### config.mk
export PLATFORM = sky130hd
export DESIGN_NAME = control_unit_flat
export DESIGN_NICKNAME = d
export VERILOG_FILES = /design/src/rtl/control_unit_pkg.sv /design/src/rtl/control_unit_if.sv /design/src/rtl/control_unit_alu_decode.sv /design/src/rtl/control_unit.sv /design/src/flat_wrapper.sv
export SDC_FILE = /design/constraint.sdc
export NUM_CORES = 1
export LEC_CHECK = 0
export ABC_CLOCK_PERIOD_IN_PS = 2600
export CAP_MARGIN = 20
export CORE_ASPECT_RATIO = 1.2
export CORE_UTILIZATION = 43
export CTS_BUF_LIST = sky130_fd_sc_hd__clkbuf_4
export DETAILED_ROUTE_END_ITERATION = 7
export GPL_TIMING_DRIVEN = 0
export PLACE_DENSITY = 0.8
export SLEW_MARGIN = 30
export SYNTH_ARGS = -nofsm -noshare
export SYNTH_HDL_FRONTEND = slang
export SYNTH_SLANG_ARGS = --single-unit
### constraint.sdc
create_clock -name clk -period 2.6 [get_ports clk]
set_input_delay 0.78 -clock clk [delete_from_list [all_inputs] [get_ports clk]]
set_output_delay 0.78 -clock clk [all_outputs]
set_load 0.005 [all_outputs]
### src/rtl/control_unit_pkg.sv
// ctrl_pkg: shared state, opcode, ALUop and immSel encodings for the control unit and datapath.
package ctrl_pkg;
  typedef enum logic [2:0] {
    S_FETCH  = 3'd0,
    S_DECODE = 3'd1,
    S_EXEC   = 3'd2,
    S_MEM    = 3'd3,
    S_WRBK   = 3'd4,
    S_TRAP   = 3'd7
  } state_e;
  typedef enum logic [2:0] {
    ALU_ADD, ALU_SUB, ALU_AND, ALU_OR, ALU_XOR, ALU_SLL, ALU_SRL, ALU_SLT
  } alu_op_e;
  typedef enum logic [1:0] {IMM_I, IMM_S, IMM_B, IMM_NONE} imm_sel_e;
  localparam logic [6:0] OP_R      = 7'b0110011;
  localparam logic [6:0] OP_I      = 7'b0010011;
  localparam logic [6:0] OP_LOAD   = 7'b0000011;
  localparam logic [6:0] OP_STORE  = 7'b0100011;
  localparam logic [6:0] OP_BRANCH = 7'b1100011;
  function automatic imm_sel_e imm_sel(input logic [6:0] op);
    return op == OP_STORE ? IMM_S : op == OP_BRANCH ? IMM_B :
           (op == OP_I || op == OP_LOAD) ? IMM_I : IMM_NONE;
  endfunction
endpackage

### src/rtl/control_unit_if.sv
// control_unit_if: control unit <-> datapath signals; CTRL_PERF_COUNTERS_EN adds the counter outputs.
interface control_unit_if;
  logic [31:0] instr;
  logic [1:0]  status;
  logic [1:0]  immSel;
  logic [1:0]  regRW;
  logic        ALUsrc;
  logic [2:0]  ALUop;
  logic        MRW;
  logic        PCsrc;
  logic        WB;
  logic        pc_we;
  logic [2:0]  state;
  logic        illegal;
`ifdef CTRL_PERF_COUNTERS_EN
  logic [31:0] cycle_cnt;
  logic [31:0] instret_cnt;
`endif
  modport master (
    input  instr, status,
    output immSel, regRW, ALUsrc, ALUop, MRW, PCsrc, WB, pc_we, state, illegal
`ifdef CTRL_PERF_COUNTERS_EN
    , output cycle_cnt, instret_cnt
`endif
  );
  modport slave (
    output instr, status,
    input  immSel, regRW, ALUsrc, ALUop, MRW, PCsrc, WB, pc_we, state, illegal
`ifdef CTRL_PERF_COUNTERS_EN
    , input cycle_cnt, instret_cnt
`endif
  );
endinterface

### src/rtl/control_unit_alu_decode.sv
// alu_decode: maps opcode/funct3/funct7 to ALUop, a supported-opcode flag and a full legality flag.
module alu_decode
  import ctrl_pkg::*;
(
  input  logic [6:0] opcode_i,
  input  logic [2:0] funct3_i,
  input  logic [6:0] funct7_i,
  output logic [2:0] alu_op_o,
  output logic       op_ok_o,
  output logic       legal_o
);
  logic is_r, is_i, is_ls, is_b, arith_ok, f7_ok, shift;
  alu_op_e arith_op;
  assign is_r  = opcode_i == OP_R;
  assign is_i  = opcode_i == OP_I;
  assign is_ls = opcode_i == OP_LOAD || opcode_i == OP_STORE;
  assign is_b  = opcode_i == OP_BRANCH;
  assign shift = funct3_i == 3'b001 || funct3_i == 3'b101;
  always_comb begin
    arith_op = ALU_ADD;
    arith_ok = 1'b1;
    case (funct3_i)
      3'b000:  arith_op = (is_r && funct7_i[5]) ? ALU_SUB : ALU_ADD;
      3'b111:  arith_op = ALU_AND;
      3'b110:  arith_op = ALU_OR;
      3'b100:  arith_op = ALU_XOR;
      3'b001:  arith_op = ALU_SLL;
      3'b101:  arith_op = ALU_SRL;
      3'b010:  arith_op = ALU_SLT;
      default: arith_ok = 1'b0;
    endcase
  end
  // R-type allows funct7 only as 0 or SUB; I-type shift immediates carry funct7 too
  assign f7_ok = is_r ? (funct7_i == 7'b0 || (funct7_i == 7'b0100000 && funct3_i == 3'b000))
                      : (!shift || funct7_i == 7'b0);
  assign alu_op_o = is_ls ? ALU_ADD : is_b ? ALU_SUB : arith_op;
  assign op_ok_o  = is_r || is_i || is_ls || is_b;
  assign legal_o  = (is_r || is_i) ? (arith_ok && f7_ok) :
                    is_b ? (funct3_i[2:1] != 2'b01 && funct3_i[2:1] != 2'b11) : is_ls;
endmodule

### src/rtl/control_unit.sv
// control_unit: multi-cycle FETCH/DECODE/EXEC/MEM/WRBK sequencer driving the datapath controls.
// CTRL_PERF_COUNTERS_EN adds cycle and retired-instruction counters.
module control_unit
  import ctrl_pkg::*;
(
  input  logic clk,
  input  logic rst,
  control_unit_if.master bus
);
  state_e state_q, state_d;
  logic [16:0] ir_q, ir_d;
  logic [6:0] opcode;
  logic [2:0] alu_op;
  logic op_ok, legal, is_load, is_store, is_b, use_imm, taken;
  assign opcode   = ir_q[6:0];
  assign ir_d     = state_q == S_FETCH ? {bus.instr[31:25], bus.instr[14:12], bus.instr[6:0]} : ir_q;
  assign is_load  = opcode == OP_LOAD;
  assign is_store = opcode == OP_STORE;
  assign is_b     = opcode == OP_BRANCH;
  assign use_imm  = opcode == OP_I || is_load || is_store;
  // funct3[2] picks negative vs zero flag, funct3[0] inverts it
  assign taken    = ir_q[9] ? (bus.status[1] ^ ir_q[7]) : (bus.status[0] ^ ir_q[7]);
  alu_decode u_dec (
    .opcode_i (opcode),
    .funct3_i (ir_q[9:7]),
    .funct7_i (ir_q[16:10]),
    .alu_op_o (alu_op),
    .op_ok_o  (op_ok),
    .legal_o  (legal)
  );
  always_ff @(posedge clk or posedge rst) begin
    if (rst) begin
      state_q <= S_FETCH;
      ir_q    <= '0;
    end else begin
      state_q <= state_d;
      ir_q    <= ir_d;
    end
  end
  always_comb begin
    state_d    = state_q;
    bus.immSel = 2'b00;
    bus.regRW  = 2'b00;
    bus.ALUsrc = 1'b0;
    bus.ALUop  = 3'b000;
    bus.MRW    = 1'b0;
    bus.PCsrc  = 1'b0;
    bus.WB     = 1'b0;
    bus.pc_we  = 1'b0;
    case (state_q)
      S_FETCH: state_d = S_DECODE;
      S_DECODE: begin
        bus.regRW  = 2'b01;
        bus.immSel = imm_sel(opcode);
        state_d    = op_ok ? S_EXEC : S_TRAP;
      end
      S_EXEC: begin
        bus.regRW  = 2'b01;
        bus.immSel = imm_sel(opcode);
        bus.ALUsrc = use_imm;
        bus.ALUop  = alu_op;
        bus.pc_we  = legal && is_b;
        bus.PCsrc  = legal && is_b && taken;
        state_d    = !legal ? S_TRAP : is_b ? S_FETCH : (is_load || is_store) ? S_MEM : S_WRBK;
      end
      S_MEM: begin
        bus.immSel = imm_sel(opcode);
        bus.ALUsrc = use_imm;
        bus.ALUop  = alu_op;
        bus.MRW    = is_store;
        bus.pc_we  = is_store;
        bus.WB     = is_load;
        state_d    = is_store ? S_FETCH : S_WRBK;
      end
      S_WRBK: begin
        bus.immSel = imm_sel(opcode);
        bus.ALUsrc = use_imm;
        bus.ALUop  = alu_op;
        bus.regRW  = 2'b10;
        bus.pc_we  = 1'b1;
        bus.WB     = is_load;
        state_d    = S_FETCH;
      end
      default: state_d = S_TRAP;
    endcase
  end
  assign bus.state   = state_q;
  assign bus.illegal = state_q == S_TRAP;
`ifdef CTRL_PERF_COUNTERS_EN
  logic [31:0] cycle_q, instret_q;
  always_ff @(posedge clk or posedge rst) begin
    if (rst) begin
      cycle_q   <= '0;
      instret_q <= '0;
    end else begin
      cycle_q   <= cycle_q + 32'd1;
      instret_q <= instret_q + {31'd0, bus.pc_we};
    end
  end
  assign bus.cycle_cnt   = cycle_q;
  assign bus.instret_cnt = instret_q;
`endif
endmodule

### src/flat_wrapper.sv
// flat-port wrapper written by rule: the top's interface ports become plain ports
module control_unit_flat import ctrl_pkg::*;
  (clk, rst, bus_instr, bus_status, bus_immSel, bus_regRW, bus_ALUsrc, bus_ALUop, bus_MRW, bus_PCsrc, bus_WB, bus_pc_we, bus_state, bus_illegal);
  control_unit_if bus_i ();
  input  logic clk;
  input  logic rst;
  input wire logic [$bits(bus_i.instr)-1:0] bus_instr;
  input wire logic [$bits(bus_i.status)-1:0] bus_status;
  output wire logic [$bits(bus_i.immSel)-1:0] bus_immSel;
  output wire logic [$bits(bus_i.regRW)-1:0] bus_regRW;
  output wire logic [$bits(bus_i.ALUsrc)-1:0] bus_ALUsrc;
  output wire logic [$bits(bus_i.ALUop)-1:0] bus_ALUop;
  output wire logic [$bits(bus_i.MRW)-1:0] bus_MRW;
  output wire logic [$bits(bus_i.PCsrc)-1:0] bus_PCsrc;
  output wire logic [$bits(bus_i.WB)-1:0] bus_WB;
  output wire logic [$bits(bus_i.pc_we)-1:0] bus_pc_we;
  output wire logic [$bits(bus_i.state)-1:0] bus_state;
  output wire logic [$bits(bus_i.illegal)-1:0] bus_illegal;
  assign bus_i.instr = bus_instr;
  assign bus_i.status = bus_status;
  assign bus_immSel = bus_i.immSel;
  assign bus_regRW = bus_i.regRW;
  assign bus_ALUsrc = bus_i.ALUsrc;
  assign bus_ALUop = bus_i.ALUop;
  assign bus_MRW = bus_i.MRW;
  assign bus_PCsrc = bus_i.PCsrc;
  assign bus_WB = bus_i.WB;
  assign bus_pc_we = bus_i.pc_we;
  assign bus_state = bus_i.state;
  assign bus_illegal = bus_i.illegal;
  control_unit u_core (.clk(clk), .rst(rst), .bus(bus_i));
endmodule
==> impl_metrics.tcl, run 1 <==
set metrics [dict create \
    worstMarginPinSlew_ps 735 \
    initial_core_util_pct 46.5 \
    clkTransAtPathRegs_ps 100 \
    ctsHoldBuffers 0 \
    mostFrequentLayoutCells "26 x clkdlybuf4s50_1, 18 x dfrtp_1, 15 x mux2_1" \
    clkPwrFrac_pct 25.0 \
    drt_iter0_drc 14 \
    p_leak_nw 0.786 \
    clockBufferDepth 2 \
    wl_per_cell_um 14.4 \
    portBuffers 36 \
    ys_seq_elements 20 \
    cts-root-buf "clkbuf_4" \
    power_frac_seq_pct 59.4 \
    switchingPower_w 0.000132 \
    finClkSkew_ps 4.25 \
    period_minus_slack_ps 2720 \
    required_ps 1820 \
    grt_pass1_vias 1016 \
    fp.coreArea_sq_um 2600 \
    violations "setup timing" \
    p_per_area_nw_per_um2 318 \
    hpwl_um 2050 \
    crit_chain "buf_6 -> or3b_4 -> or4_4 -> o21ai_2 -> buf_2" \
    syn2layout_area_growth_pct 46.1 \
    ant_nets 0 \
    worstPathMaxFanout 4 \
    antennaDiodeCount 0 \
    critPathKind "flip-flop to primary output" \
    nets 207 \
    clock_latency_ps 300 \
    slew_violations 0 \
    crit_arrival_ps 1940 \
    wl_um 2900 \
    die_y_um 60.1 \
    via_per_inst 5.52 \
    netlist_area_sq_um 1210 \
    p_comb_share_pct 15.6 \
    setup_ws_ps -117 \
    grt_first_pass_wirelength_um 4480 \
    synth_nets 158 \
    num_vias 1116 \
    ys_types 43 \
    fp.dieArea_sq_um 3030 \
    synth_area_leader_cell "dfrtp_1" \
    grt_max_degree 21 \
    cts_tree "done" \
    htreeDepth 1 \
    min_path_type "flip-flop to flip-flop" \
    grt_remaining_overflow 0 \
    rsz0062_at_grt "true" \
    fmax_mhz 368 \
    placed_area_sq_um 1610 \
    netlist.area_leader.share_pct 41.4 \
    chipWidth_um 50.4 \
    hold_violations 0 \
    end_kind "primary output" \
    async_flop_share_pct 100 \
    synth_area_leaders "dfrtp_1 41%, mux2_1 14%, nor2_1 3.4%" \
    worst_slew_margin_rel_pct 50.9 \
    maxCapViolations 0 \
    avgSynthCellArea_sq_um 9.92 \
    synth_flop_cell "dfrtp_1" \
    num_rows 20 \
    route.detailed.drc 0 \
    cts.sinks 20 \
    io_pins 52 \
    layout_commonest_cell "clkdlybuf4s50_1" \
    vdd_drop_max_v 0.000322 \
    drive_gt1_share_pct 24.9 \
    postLayoutCellArea_sq_um 1770 \
    period_share_pct 105 \
    synth_warnings 0 \
    synthCells 122 \
    p_int_w 0.000430 \
    place.gp.congestion 0.926 \
    track_usage_pct 19.7 \
    drt-pass1-iter-count 4 \
    start_kind "flip-flop" \
    status "complete, but fails checks" \
    post-place-ws_ps -296 \
    slowest_delay_ps 450 \
    antenna_found_initial 0 \
    yosysSeqAreaShare_pct 41.4 \
    cts-buffers-inserted 3 \
    power_w 0.000562 \
    setup_violations 2 \
    p_sw_share_pct 23.5 \
    crit_slowest_cell "or4_4" \
    synth_edf_count 0 \
]
flip-flops by register name (all words and copies together), names as in the netlist:
register and cells:
u_core.ir_q 17, u_core.bus.state 3
stage by stage:
| step | cells | utilization (%) | setup TNS (ps) | hold WS, ps |
|---|---|---|---|---|
| final | 202 | 67.9 | -215 | 495 |
| after global routing | 202 | 67.9 | -334 | 512 |
| after CTS | 199 | 65.9 | -231 | 502 |
| after detailed placement | 191 | 61.9 | -765 | 477 |
| after global placement | 191 | 61.9 | -708 | 471 |
| after floorplan | 122 | - | 0 | 458 |
what timing repair did:
item,in CTS,in global routing
setup endpoints to repair,13,7
setup buffers,6,3
pin swaps,2,3
endpoints found under the hold margin,0,0
resized for setup,30,13
cell usage after synthesis, drive strengths merged (2+ instances only):
master	n
a21o	2
a21oi	4
buf	7
clkbuf	2
dfrtp	20
inv	5
mux2	15
nand2	10
nand2b	2
nand3	2
nor2	11
nor2b	2
nor3	6
nor4	2
o211a	2
o21a	2
o21ai	7
xor2	2
kinds of logic (layout without fill, tap and decap cells):
family | count (synthesis) | count (layout) | share of synthesized area [%]
flip-flops | 20 | 20 | 41.4
multiplexers | 16 | 16 | 14.8
buffers and inverters | 14 | 61 | 5.79
AND/OR/NAND/NOR | 42 | 42 | 20.1
XOR/XNOR | 3 | 3 | 2.17
AO/OA/AOI/OAI | 27 | 27 | 15.8
area by class of cell:
cell class / count / area (sq um)
Buffer: 8 / 57.6
Clock buffer: 3 / 22.5
Fill cell: 218 / 835
Inverter: 5 / 18.8
Multi-Input combinational cell: 88 / 712
Sequential cell: 20 / 503
Tap cell: 33 / 41.3
Timing Repair Buffer: 45 / 413
worst paths after layout:
path	from	endpoint	slack, ps	depth (start not counted)
max	u_core.ir_q[4]$_DFFE_PP0P_	bus_pc_we	-120	5
min	u_core.ir_q[16]$_DFFE_PP0P_	u_core.ir_q[16]$_DFFE_PP0P_	490	1
max reg2reg	u_core.bus.state[2]$_DFF_PP0_	u_core.ir_q[7]$_DFFE_PP0P_	890	4
min reg2reg	u_core.ir_q[16]$_DFFE_PP0P_	u_core.ir_q[16]$_DFFE_PP0P_	490	1
max in group asynchronous	rst	u_core.bus.state[2]$_DFF_PP0_	1190	2
min in group asynchronous	rst	u_core.ir_q[8]$_DFFE_PP0P_	900	2
routing by layer:
layer	track usage, %	wire length, um	vias up
met5	0	0	-
met4	9.92	108	0
met3	3.31	149	13
met2	34.5	1480	44
met1	23.3	1170	522
li1	-	-	537
power by group through the flow:
stage	Combinational (W)	Sequential [W]	Clock (W)
after global placement	0.0000763	0.000337	0
after CTS	0.0000830	0.000333	0.000147
after global routing	0.0000969	0.000335	0.000157
after floorplan	0.0000412	0.000336	0
after detailed placement	0.0000791	0.000338	0
final	0.0000877	0.000334	0.000141
worst max-delay path, delay by kind of cell (launching register included):
kind            cells  cell delay, ps
flops               1             390
compound gates      1             150
simple gates        2             850
buf+inv             2             240
Power figures use the tool's default switching activity.
==> run 2: changes to the inputs <==
--- a/config.mk
+++ b/config.mk
@@ -5,7 +5,6 @@
 export SDC_FILE = /design/constraint.sdc
 export NUM_CORES = 1
 export LEC_CHECK = 0
-export ABC_CLOCK_PERIOD_IN_PS = 2600
 export CAP_MARGIN = 20
 export CORE_ASPECT_RATIO = 1.2
 export CORE_UTILIZATION = 43
==> results of run 2 <==
No change in the layout: final DEF, timing and power equal those of run 1.
